==> src/rtl/alu_pkg.sv <==
// alu_pkg: shared types and constants for the 16-bit datapath ALU.
//   WIDTH       - operand/result width
//   alu_op_e    - operation encoding carried on the 3-bit op port
//   alu_flags_t - status flag set {z, n, c, v}
package alu_pkg;

   localparam int WIDTH = 16;

   typedef enum logic [2:0] {
      ALU_ADD = 3'd0,
      ALU_SUB = 3'd1,
      ALU_AND = 3'd2,
      ALU_OR  = 3'd3,
      ALU_XOR = 3'd4,
      ALU_SHL = 3'd5,
      ALU_SRA = 3'd6,
      ALU_SLT = 3'd7
   } alu_op_e;

   typedef struct packed {
      logic z;
      logic n;
      logic c;
      logic v;
   } alu_flags_t;

endpackage

==> src/rtl/alu_addsub.sv <==
// alu_addsub: shared adder/subtractor for ADD, SUB and SLT.
//   a, b     - operands
//   sub      - 1 selects a - b, 0 selects a + b
//   sum      - result mod 2^WIDTH
//   carry    - carry out for add; borrow (unsigned a < b) for subtract
//   overflow - signed overflow of the selected operation
module alu_addsub
   import alu_pkg::*;
#(
   parameter int W = WIDTH
) (
   input  logic [W-1:0] a,
   input  logic [W-1:0] b,
   input  logic         sub,
   output logic [W-1:0] sum,
   output logic         carry,
   output logic         overflow
);

   logic [W-1:0] b_eff;
   logic [W:0]   full;

   // Subtraction as a + ~b + 1 so one adder serves both operations.
   assign b_eff = sub ? ~b : b;
   assign full  = {1'b0, a} + {1'b0, b_eff} + {{W{1'b0}}, sub};
   assign sum   = full[W-1:0];

   // With a + ~b + 1 the carry out is "no borrow", so invert it for subtract.
   assign carry = sub ? ~full[W] : full[W];

   // Comparing against b_eff folds both rules into one: for subtract, a and ~b
   // share a sign exactly when a and b differ.
   assign overflow = (a[W-1] == b_eff[W-1]) && (sum[W-1] != a[W-1]);

endmodule

==> src/rtl/alu.sv <==
// alu: 16-bit signed ALU with a registered status-flag set.
//   clk, rst      - clock and synchronous active-high reset (flag register only)
//   op            - operation select (see alu_op_e)
//   lhs, rhs      - signed operands
//   result        - combinational result, independent of clk and rst
//   flags_we      - capture the current operation's flags on the next rising edge
//   flag_z/n/c/v  - registered zero, negative, carry/borrow, overflow flags
// There is no handshake: result follows the inputs in the same time step and
// flags are written unconditionally on any edge where flags_we is high.
module alu
   import alu_pkg::*;
#(
   parameter int W = WIDTH
) (
   input  logic         clk,
   input  logic         rst,
   input  logic [2:0]   op,
   input  logic [W-1:0] lhs,
   input  logic [W-1:0] rhs,
   output logic [W-1:0] result,
   input  logic         flags_we,
   output logic         flag_z,
   output logic         flag_n,
   output logic         flag_c,
   output logic         flag_v
);

   alu_op_e    op_e;
   logic       use_sub;
   logic [W-1:0] as_sum;
   logic       as_carry;
   logic       as_ovf;
   logic [3:0] shamt;
   logic [W:0] shl_full;
   logic [W:0] sra_full;
   logic       c_nxt;
   logic       v_nxt;
   alu_flags_t flags_nxt;
   alu_flags_t flags_q;

   assign op_e    = alu_op_e'(op);
   assign use_sub = (op_e == ALU_SUB) || (op_e == ALU_SLT);

   alu_addsub #(.W(W)) u_addsub (
      .a        (lhs),
      .b        (rhs),
      .sub      (use_sub),
      .sum      (as_sum),
      .carry    (as_carry),
      .overflow (as_ovf)
   );

   // Only rhs[3:0] matters. Each shift is done one bit wider so the last bit
   // shifted out lands in the extra bit; with a zero amount that bit stays 0.
   assign shamt    = rhs[3:0];
   assign shl_full = {1'b0, lhs} << shamt;
   assign sra_full = $signed({lhs, 1'b0}) >>> shamt;

   always_comb begin
      result = '0;
      c_nxt  = 1'b0;
      v_nxt  = 1'b0;
      case (op_e)
         ALU_ADD: begin
            result = as_sum;
            c_nxt  = as_carry;
            v_nxt  = as_ovf;
         end
         ALU_SUB: begin
            result = as_sum;
            c_nxt  = as_carry;
            v_nxt  = as_ovf;
         end
         ALU_AND: result = lhs & rhs;
         ALU_OR:  result = lhs | rhs;
         ALU_XOR: result = lhs ^ rhs;
         ALU_SHL: begin
            result = shl_full[W-1:0];
            c_nxt  = shl_full[W];
         end
         ALU_SRA: begin
            result = sra_full[W:1];
            c_nxt  = sra_full[0];
         end
         // Signed less-than: difference sign corrected by overflow.
         ALU_SLT: result = {{(W-1){1'b0}}, as_sum[W-1] ^ as_ovf};
         default: result = '0;
      endcase
   end

   always_comb begin
      flags_nxt   = '0;
      flags_nxt.z = (result == '0);
      flags_nxt.n = result[W-1];
      flags_nxt.c = c_nxt;
      flags_nxt.v = v_nxt;
   end

   always_ff @(posedge clk) begin
      if (rst) begin
         flags_q <= '0;
      end else if (flags_we) begin
         flags_q <= flags_nxt;
      end
   end

   assign flag_z = flags_q.z;
   assign flag_n = flags_q.n;
   assign flag_c = flags_q.c;
   assign flag_v = flags_q.v;

endmodule

==> config.mk <==
export PLATFORM = sky130hd
export DESIGN_NAME = alu
export DESIGN_NICKNAME = d
export VERILOG_FILES = /design/src/rtl/alu_pkg.sv /design/src/rtl/alu_addsub.sv /design/src/rtl/alu.sv
export SDC_FILE = /design/constraint.sdc
export NUM_CORES = 1
export LEC_CHECK = 0
export CAP_MARGIN = 20
export CORE_MARGIN = 1
export CORE_UTILIZATION = 56
export DETAILED_ROUTE_END_ITERATION = 10
export PLACE_DENSITY = 0.86
export SYNTH_ARGS = -nofsm -noshare
export SYNTH_HDL_FRONTEND = slang
export SYNTH_HIERARCHICAL = 1
export SYNTH_SLANG_ARGS = --single-unit
==> constraint.sdc <==
create_clock -name clk -period 6.46 [get_ports clk]
set_input_delay 0.646 -clock clk [delete_from_list [all_inputs] [get_ports clk]]
set_output_delay 0.646 -clock clk [all_outputs]
set_load 0.05 [all_outputs]
# ---- After elaboration in Yosys (flattened, before gate mapping)
# Index checks and enable logic that the tools add are counted.
dict set report word_totals {
  elab_cells 33
  memories 0
  latch_bits 0
  ramBits 0
  input_bits 38
  mem_bits_ro 0
  out_inout_bits 20
  ff_bits 4
}
dict set report classes {
  n_div 0
  n_lt_le_gt_ge 0
  shift 2
  bitwise 6
  eq_ne 9
  mul 0
  muxes 5
  n_reduce_logical 5
  add_sub_neg 2
}
# op n
set ops {}
lappend ops {{16-bit case mux with 7 select lines} 1}
lappend ops {{16-bit by 16-bit adder with 17-bit output} 1}
lappend ops {{17-bit by 1-bit adder with 17-bit output} 1}
lappend ops {{16-bit by 4-bit << shifter with 17-bit output} 1}
lappend ops {{17-bit by 4-bit >>> shifter with 17-bit output} 1}
lappend ops {{16-bit bitwise AND} 1}
lappend ops {{16-bit logical NOT} 1}
lappend ops {{16-bit 2-to-1 mux} 1}
lappend ops {{16-bit inverter} 1}
lappend ops {{16-bit bitwise OR} 1}
lappend ops {{16-bit XOR} 1}
lappend ops {{3-bit equality test (second input constant)} 4}
lappend ops {{3-bit by 2-bit equality test with 1-bit output (second input constant)} 2}
lappend ops {{3-bit by 1-bit equality test with 1-bit output (second input constant)} 1}
lappend ops {{3-bit logical NOT} 1}
lappend ops {{1-bit case mux with 3 select lines} 1}
lappend ops {{1-bit 2-to-1 mux} 2}
lappend ops {{2-bit OR reduction} 1}
lappend ops {{1-bit equality test} 1}
lappend ops {{1-bit logical AND} 1}
lappend ops {{1-bit logical OR} 1}
lappend ops {{1-bit != test} 1}
lappend ops {{1-bit inverter} 1}
lappend ops {{1-bit XOR} 1}

# ---- Depth between registers and ports, before layout
# Gate-level depths: netlist of the first run.
dict set report logic_depth {
  depth_word 10
  depth_mapped 23
  depth_no_buf 18
}

# ---- Cells and area by module
# The synthesis of the first run kept the hierarchy.
# module seq_area_each_um2 instances cells_each area_each_um2
set by_module_without_submodules {}
lappend by_module_without_submodules {alu 80.1 1 409 3118.0}
lappend by_module_without_submodules {alu_addsub 0.0 1 132 980.9}

# ---- Worst setup path before layout of the first run
# No wires, ideal clock.
dict set report synth_path {
  path_kind {input-to-reg}
  startpoint {input port op[1]}
  endpoint {register flags_q (netlist bit flag_z)}
  t_arrival_ns 5.889
  slack_ns 0.483
  path_buffers 5
  setup_time_ns 0.088
  path_stages 23
  required_time_ns 6.372
  cell_sequence {clkbuf_1 -> inv_1 -> clkbuf_1 -> nand2_1 -> clkbuf_1 -> a21oi_1 -> buf_6 -> clkbuf_1 -> xor2_1 -> ha_1 -> nand4_1 -> o221ai_2 -> a31oi_4 -> nor2_2 -> or4_1 -> nand3_1 -> xor2_1 -> a31oi_1 -> o32a_1 -> a31oi_1 -> or3_1 -> or4_1 -> o32ai_2}
}
dict set report synth_between {
  elab_chain_cells 10
  elab_cells_between_ends 19
  classes_between {add/sub (2); eq/ne (9); mux (2); bitwise (1); reduce/logical (5)}
}
# element line_no
set synth_lines {}
lappend synth_lines {{start: declaration} alu.sv:17} ;# input logic [2:0] op,
lappend synth_lines {{3-bit by 1-bit equality test with 1-bit output or 3-bit equality test (tied branches)} alu.sv:42} ;# assign use_sub = (op_e == ALU_SUB) || (op_e == ALU_SLT);
lappend synth_lines {{1-bit logical OR (*)} alu.sv:42}
lappend synth_lines {{net use_sub} alu.sv:29} ;# logic use_sub;
lappend synth_lines {{16-bit 2-to-1 mux} alu_addsub.sv:24} ;# assign b_eff = sub ? ~b : b;
lappend synth_lines {{16-bit by 16-bit adder with 17-bit output} alu_addsub.sv:25} ;# assign full = {1'b0, a} + {1'b0, b_eff} + {{W{1'b0}}, sub};
lappend synth_lines {{17-bit by 1-bit adder with 17-bit output} alu_addsub.sv:25}
lappend synth_lines {{1-bit != test} alu_addsub.sv:33} ;# assign overflow = (a[W-1] == b_eff[W-1]) && (sum[W-1] != a[W-1]);
lappend synth_lines {{1-bit logical AND (*)} alu_addsub.sv:33}
lappend synth_lines {{net as_ovf} alu.sv:32} ;# logic as_ovf;
lappend synth_lines {{1-bit XOR (*)} alu.sv:86} ;# ALU_SLT: result = {{(W-1){1'b0}}, as_sum[W-1] ^ as_ovf};
lappend synth_lines {{16-bit case mux with 7 select lines (*)} alu.sv:63} ;# case (op_e)
lappend synth_lines {{net result[0]} alu.sv:20} ;# output logic [W-1:0] result,
lappend synth_lines {{16-bit logical NOT (*)} alu.sv:93} ;# flags_nxt.z = (result == '0);
lappend synth_lines {{end signal: assignment} alu.sv:103} ;# flags_q <= flags_nxt;
lappend synth_lines {{end: declaration} alu.sv:39} ;# alu_flags_t flags_q;
# Mark *: on every way through the listed nets, which the timed path passes. The rest lies on a longest branch.
# A chain may end at the register's enable or synchronous reset.

# ---- Worst setup path after layout of the first run
dict set report layout_path {
  startpoint {input port op[2]}
  endpoint {output port result[0]}
}
dict set report layout_between {
  elab_chain_cells 9
  elab_cells_between_ends 18
  classes_between {add/sub (2); eq/ne (9); mux (2); bitwise (1); reduce/logical (4)}
}
# element line_no
set layout_lines {}
lappend layout_lines {{3-bit by 1-bit equality test with 1-bit output or 3-bit equality test (tied branches)} alu.sv:42}
lappend layout_lines {{1-bit logical OR (*)} alu.sv:42}
lappend layout_lines {{net use_sub} alu.sv:29}
lappend layout_lines {{16-bit 2-to-1 mux} alu_addsub.sv:24}
lappend layout_lines {{16-bit by 16-bit adder with 17-bit output} alu_addsub.sv:25}
lappend layout_lines {{17-bit by 1-bit adder with 17-bit output} alu_addsub.sv:25}
lappend layout_lines {{1-bit != test} alu_addsub.sv:33}
lappend layout_lines {{1-bit logical AND (*)} alu_addsub.sv:33}
lappend layout_lines {{net as_ovf} alu.sv:32}
lappend layout_lines {{1-bit XOR (*)} alu.sv:86}
lappend layout_lines {{16-bit case mux with 7 select lines (*)} alu.sv:63}
lappend layout_lines {{end: declaration} alu.sv:20}
# Marked as above.

==> results of run 1 <==
## sequential cells by signal (all words and copies together), names as in the netlist
signal	cells
flag_n	1
flag_c	1
flag_z	1
flag_v	1
## how the worst min path moves through the flow
stage	start	end	slack [ns]
finish	flag_v	flag_v	0.47
detailed placement	flag_v	flag_v	0.45
floorplan	flag_v	flag_v	0.66
global placement	flag_v	flag_v	0.44
global route	flag_v	flag_v	0.50
CTS	flag_v	flag_v	0.46
## metrics by stage
| stage | power, mW | utilization [%] | hold slack (ns) | worst slack [ns] |
|---|---|---|---|---|
| after floorplan | 0.375 | - | 0.661 | 0.483 |
| after detailed placement | 0.540 | 67.9 | 0.453 | 0.590 |
| after global routing | 0.640 | 68.5 | 0.496 | 0.307 |
| final | 0.611 | 68.5 | 0.469 | 0.411 |
| after CTS | 0.596 | 68.5 | 0.465 | 0.595 |
| after global placement | 0.528 | 67.9 | 0.444 | 0.783 |
## layout by cell type, fill, tap and decap left out, types with 11 or more instances in the layout
cell,synthesis,layout
sky130_fd_sc_hd__mux2i_1,21,21
sky130_fd_sc_hd__inv_1,40,40
sky130_fd_sc_hd__nand2b_1,15,15
sky130_fd_sc_hd__clkdlybuf4s50_1,0,44
sky130_fd_sc_hd__a21oi_1,27,26
sky130_fd_sc_hd__xor2_1,22,22
sky130_fd_sc_hd__nand2_1,38,38
sky130_fd_sc_hd__mux4_2,17,17
sky130_fd_sc_hd__nor2_1,44,44
sky130_fd_sc_hd__o21ai_0,35,35
sky130_fd_sc_hd__ha_1,50,50
sky130_fd_sc_hd__a31oi_1,11,11
sky130_fd_sc_hd__a22oi_1,13,13
sky130_fd_sc_hd__buf_4,1,21
## logic make-up (layout without fill, tap and decap cells)
group                      after synthesis  count (layout)  share of synthesized area, %
muxes                                   53              53                          20.1
and+or+nand+nor                        155             155                          18.9
DFF                                      4               4                          1.95
adders and majority gates               51              51                          15.8
AOI/OAI and AO/OA                      160             160                          27.6
xor gates and xnor gates                30              30                          6.41
buffers and inverters                   88             118                          9.28
## power by group
part,total [mW],switching (mW),internal [mW]
registers,0.0268,0.000666,0.0262
logic,0.530,0.321,0.208
clock network,0.0542,0.0144,0.0398
total,0.611,0.336,0.274
## final cells by class
class | count | share of cell area (%)
clock buffers | 3 | 0.868
well taps | 96 | 2.52
repair buffers | 72 | 14.9
inverters | 43 | 3.39
multi-input cells | 449 | 76.7
flip-flops and latches | 4 | 1.68
## synthesized netlist by cell type (6+ instances only)
master	count	share of area (%)
sky130_fd_sc_hd__mux2i_1	21	5.1
sky130_fd_sc_hd__nor2_1	44	4.0
sky130_fd_sc_hd__mux2_2	9	2.5
sky130_fd_sc_hd__o211ai_1	9	1.6
sky130_fd_sc_hd__inv_1	40	3.7
sky130_fd_sc_hd__nor3_1	8	0.98
sky130_fd_sc_hd__nand2_1	38	3.5
sky130_fd_sc_hd__mux4_2	17	9.3
sky130_fd_sc_hd__o21ai_0	35	4.3
sky130_fd_sc_hd__a221oi_1	10	2.1
sky130_fd_sc_hd__buf_2	10	1.2
sky130_fd_sc_hd__a31oi_1	11	1.7
sky130_fd_sc_hd__clkbuf_1	27	2.5
sky130_fd_sc_hd__xnor2_1	8	1.7
sky130_fd_sc_hd__nor2b_1	10	1.5
sky130_fd_sc_hd__nand3_1	6	0.73
sky130_fd_sc_hd__ha_1	50	15
sky130_fd_sc_hd__nand2b_1	15	2.3
sky130_fd_sc_hd__a21oi_1	27	3.3
sky130_fd_sc_hd__xor2_1	22	4.7
sky130_fd_sc_hd__a22oi_1	13	2.4
## metal layers
metal  share of wire, %  track usage (%)  up-vias  wire, um
met5                  0                0        -         0
li1                   -                -     2088         -
met4                4.3             14.6        0       646
met2                 46             64.3      324      6830
met3                 10             5.66       67      1510
met1                 40             51.7     2182      5950
## worst reg2reg max path: stages (launching register included)
cell and delay (ns):
sky130_fd_sc_hd__dfxtp_1 0.32, sky130_fd_sc_hd__nor2_1 0.04, sky130_fd_sc_hd__a311oi_1 0.22
==> out/results.txt, run 1 <==
Sequential-to-total area share from yosys stat: 1.95%. The nature of the critical path endpoint is an output pin. For this design the static power due to leakage is 2.02 nW. The buffers plus inverters on the worst setup path is 3. The kind of cell with the highest combined delay on the critical path was compound AO/OA/AOI/OAI gates. The run gives 0 as the final count of pins violating max slew.

Across the run, the number of max-cap violations was 0. The class of the worst hold path is register to register. The number of hold violations in the final report was 0.

Launching point of the worst reg2reg path: flag_c. Summing all multi-input logic gate instances after layout gives 3650 um^2. The total setup violations reported at the end of the flow was 0; the overall die height was 87.6 um.

The main flop type after synthesis was sky130_fd_sc_hd__dfxtp_1. For this run, design rule violations remaining after detail routing come to 0. In this run, placement finished with an instance count of 664. The period utilization is 93.6%. Clock tree skew after final layout: 0 ns. The total area of sequential cells was 80.1 um^2; the routability congestion estimate was 1.04. The most critical setup path has its startpoint at op[2].

Total grt overflow: 0. The cts-stage hold buffer count came out at 0. Counting the fill cells in the layout gives 582. The floorplan step defined a die boundary enclosing 7670 um^2. The number of nets in the synthesized netlist is 630. The initial utilization of the core area, before any placement, comes to 59.0%. At the end of the flow, the number of nets in the layout was 662. Along the worst hold path, the cell count comes to 2.

The routed layout has 4,661 vias. The most critical setup path has its endpoint at result[0]. The run gives 58 as the pin count of the biggest net entering global routing.

The first detailed-routing pass took 6 iterations. The number of global-route vias before repair was 4,214. After clock tree synthesis, the clock-pin slew on the worst setup and hold paths is 0.03 ns. The number of gates resized after cts was 0; the highest cell delay on the worst timing path was 0.88 ns. Across the VDD grid, the largest voltage drop is 0.0588 mV. For the initial antenna violation count, the log shows 0.

STA classifies the critical path startpoint as an input port. The first global-routing pass estimated 22.9 mm of wire. The global routing usage summed across all routing layers is 39.0%, and the register bit count reported by yosys is 4.

The tools report the number of rows created at floorplan as 30. The clock reaches the later pin of the worst-skew pair after 0.22 ns. The tree built by TritonCTS fans out to 4 sinks. The longest clock path from root to sink contains 2 buffers. For this run, the top clock speed supported by timing is 165 MHz.

The tools report the remaining antenna violation count as 0. Setup slack on the worst reg-to-reg path comes out at 5.80 ns. The final standard cell area without fillers was 4760 um^2. The proportion of register bits with asynchronous set or reset after synthesis works out to 0%. Once detailed placement completed, the half-perimeter wirelength came to 11.1 mm.

The average instance in the mapped netlist occupies 7.58 um^2. The library cell contributing the largest single delay on the critical path was sky130_fd_sc_hd__clkdlybuf4s50_1. The critical path goes through clkdlybuf4s50_1 > nand2_1 > a21oi_2 > buf_4 > xor2_1 > ha_1 > a21o_1 > a31oi_4 > nor2_2 > or4_1 > nand3_1 > xor2_1 > a31oi_1 > o32a_1 > a31oi_1 > buf_12.

Counting buffers and inverters, the worst setup path is 16 cells deep. The worst reg2reg path endpoint is flag_c. The smallest clock period supported by the final layout is computed as 6.05 ns. The run gives 528 as the number of DRC markers in iteration 0. After the flow finishes, the layout carries non-filler instances totaling 667.

Compared with the post-synthesis result, the final layout area differs by 16.1%. Number of cell instances on the worst register-to-register path: 2. The distinct cell type count of the synthesized netlist was 76; the data arrival time of the worst path was 5.40 ns. The flow ran to the end, and the final reports show no timing, DRC or antenna violations.

The ratio of cells with drive above 1 in the final layout was 13.1%. The cell area that synthesis handed to floorplanning was 4100 um^2. For the H-tree depth, the log shows 1. Along the worst path, the maximum fanout reaches 17. In this run the horizontal extent of the chip is 87.6 um.

In this run the tightest slew margin relative to its limit is 18.2%. At the pin with the least slew margin, the transition time is 1.21 ns. In the final timing run, aggregate negative setup slack is 0 ns. In the final routed layout, each cell accounts on average for 22.4 um. The count of port buffers added during placement was 57; the buffer count from post-CTS setup fixing was 0. Setup repair after global routing left no endpoint under its margin.

The critical setup path kind was input port to output pin. The tree is rooted in a sky130_fd_sc_hd__clkbuf_8. The number of antenna cells inserted is 0.

The data required time of the critical path is 5.81 ns, and the number of vias per cell is 6.99. TritonCTS built the clock tree. Dividing total power by cell area gives a power density of 128 nW/um^2. After floorplanning, the core was sized to cover 6940 um^2.

The number of synthesis warnings is 6. The I/O pin total is 58, and the gate count after technology mapping is 541. After detailed placement, the total cell area comes to 4720 um^2.

The number of flops mapped to enable cells by yosys was 0. Clock tree synthesis inserted a total of 3 buffers. The routed design has 14.9 mm of wire.
Power figures use the tool's default switching activity.
==> run 2: changes to the inputs <==
SLEW_MARGIN = 20   (was default)
==> results of run 2 <==
The final DEF is identical to that of run 1; final timing and power are the same.
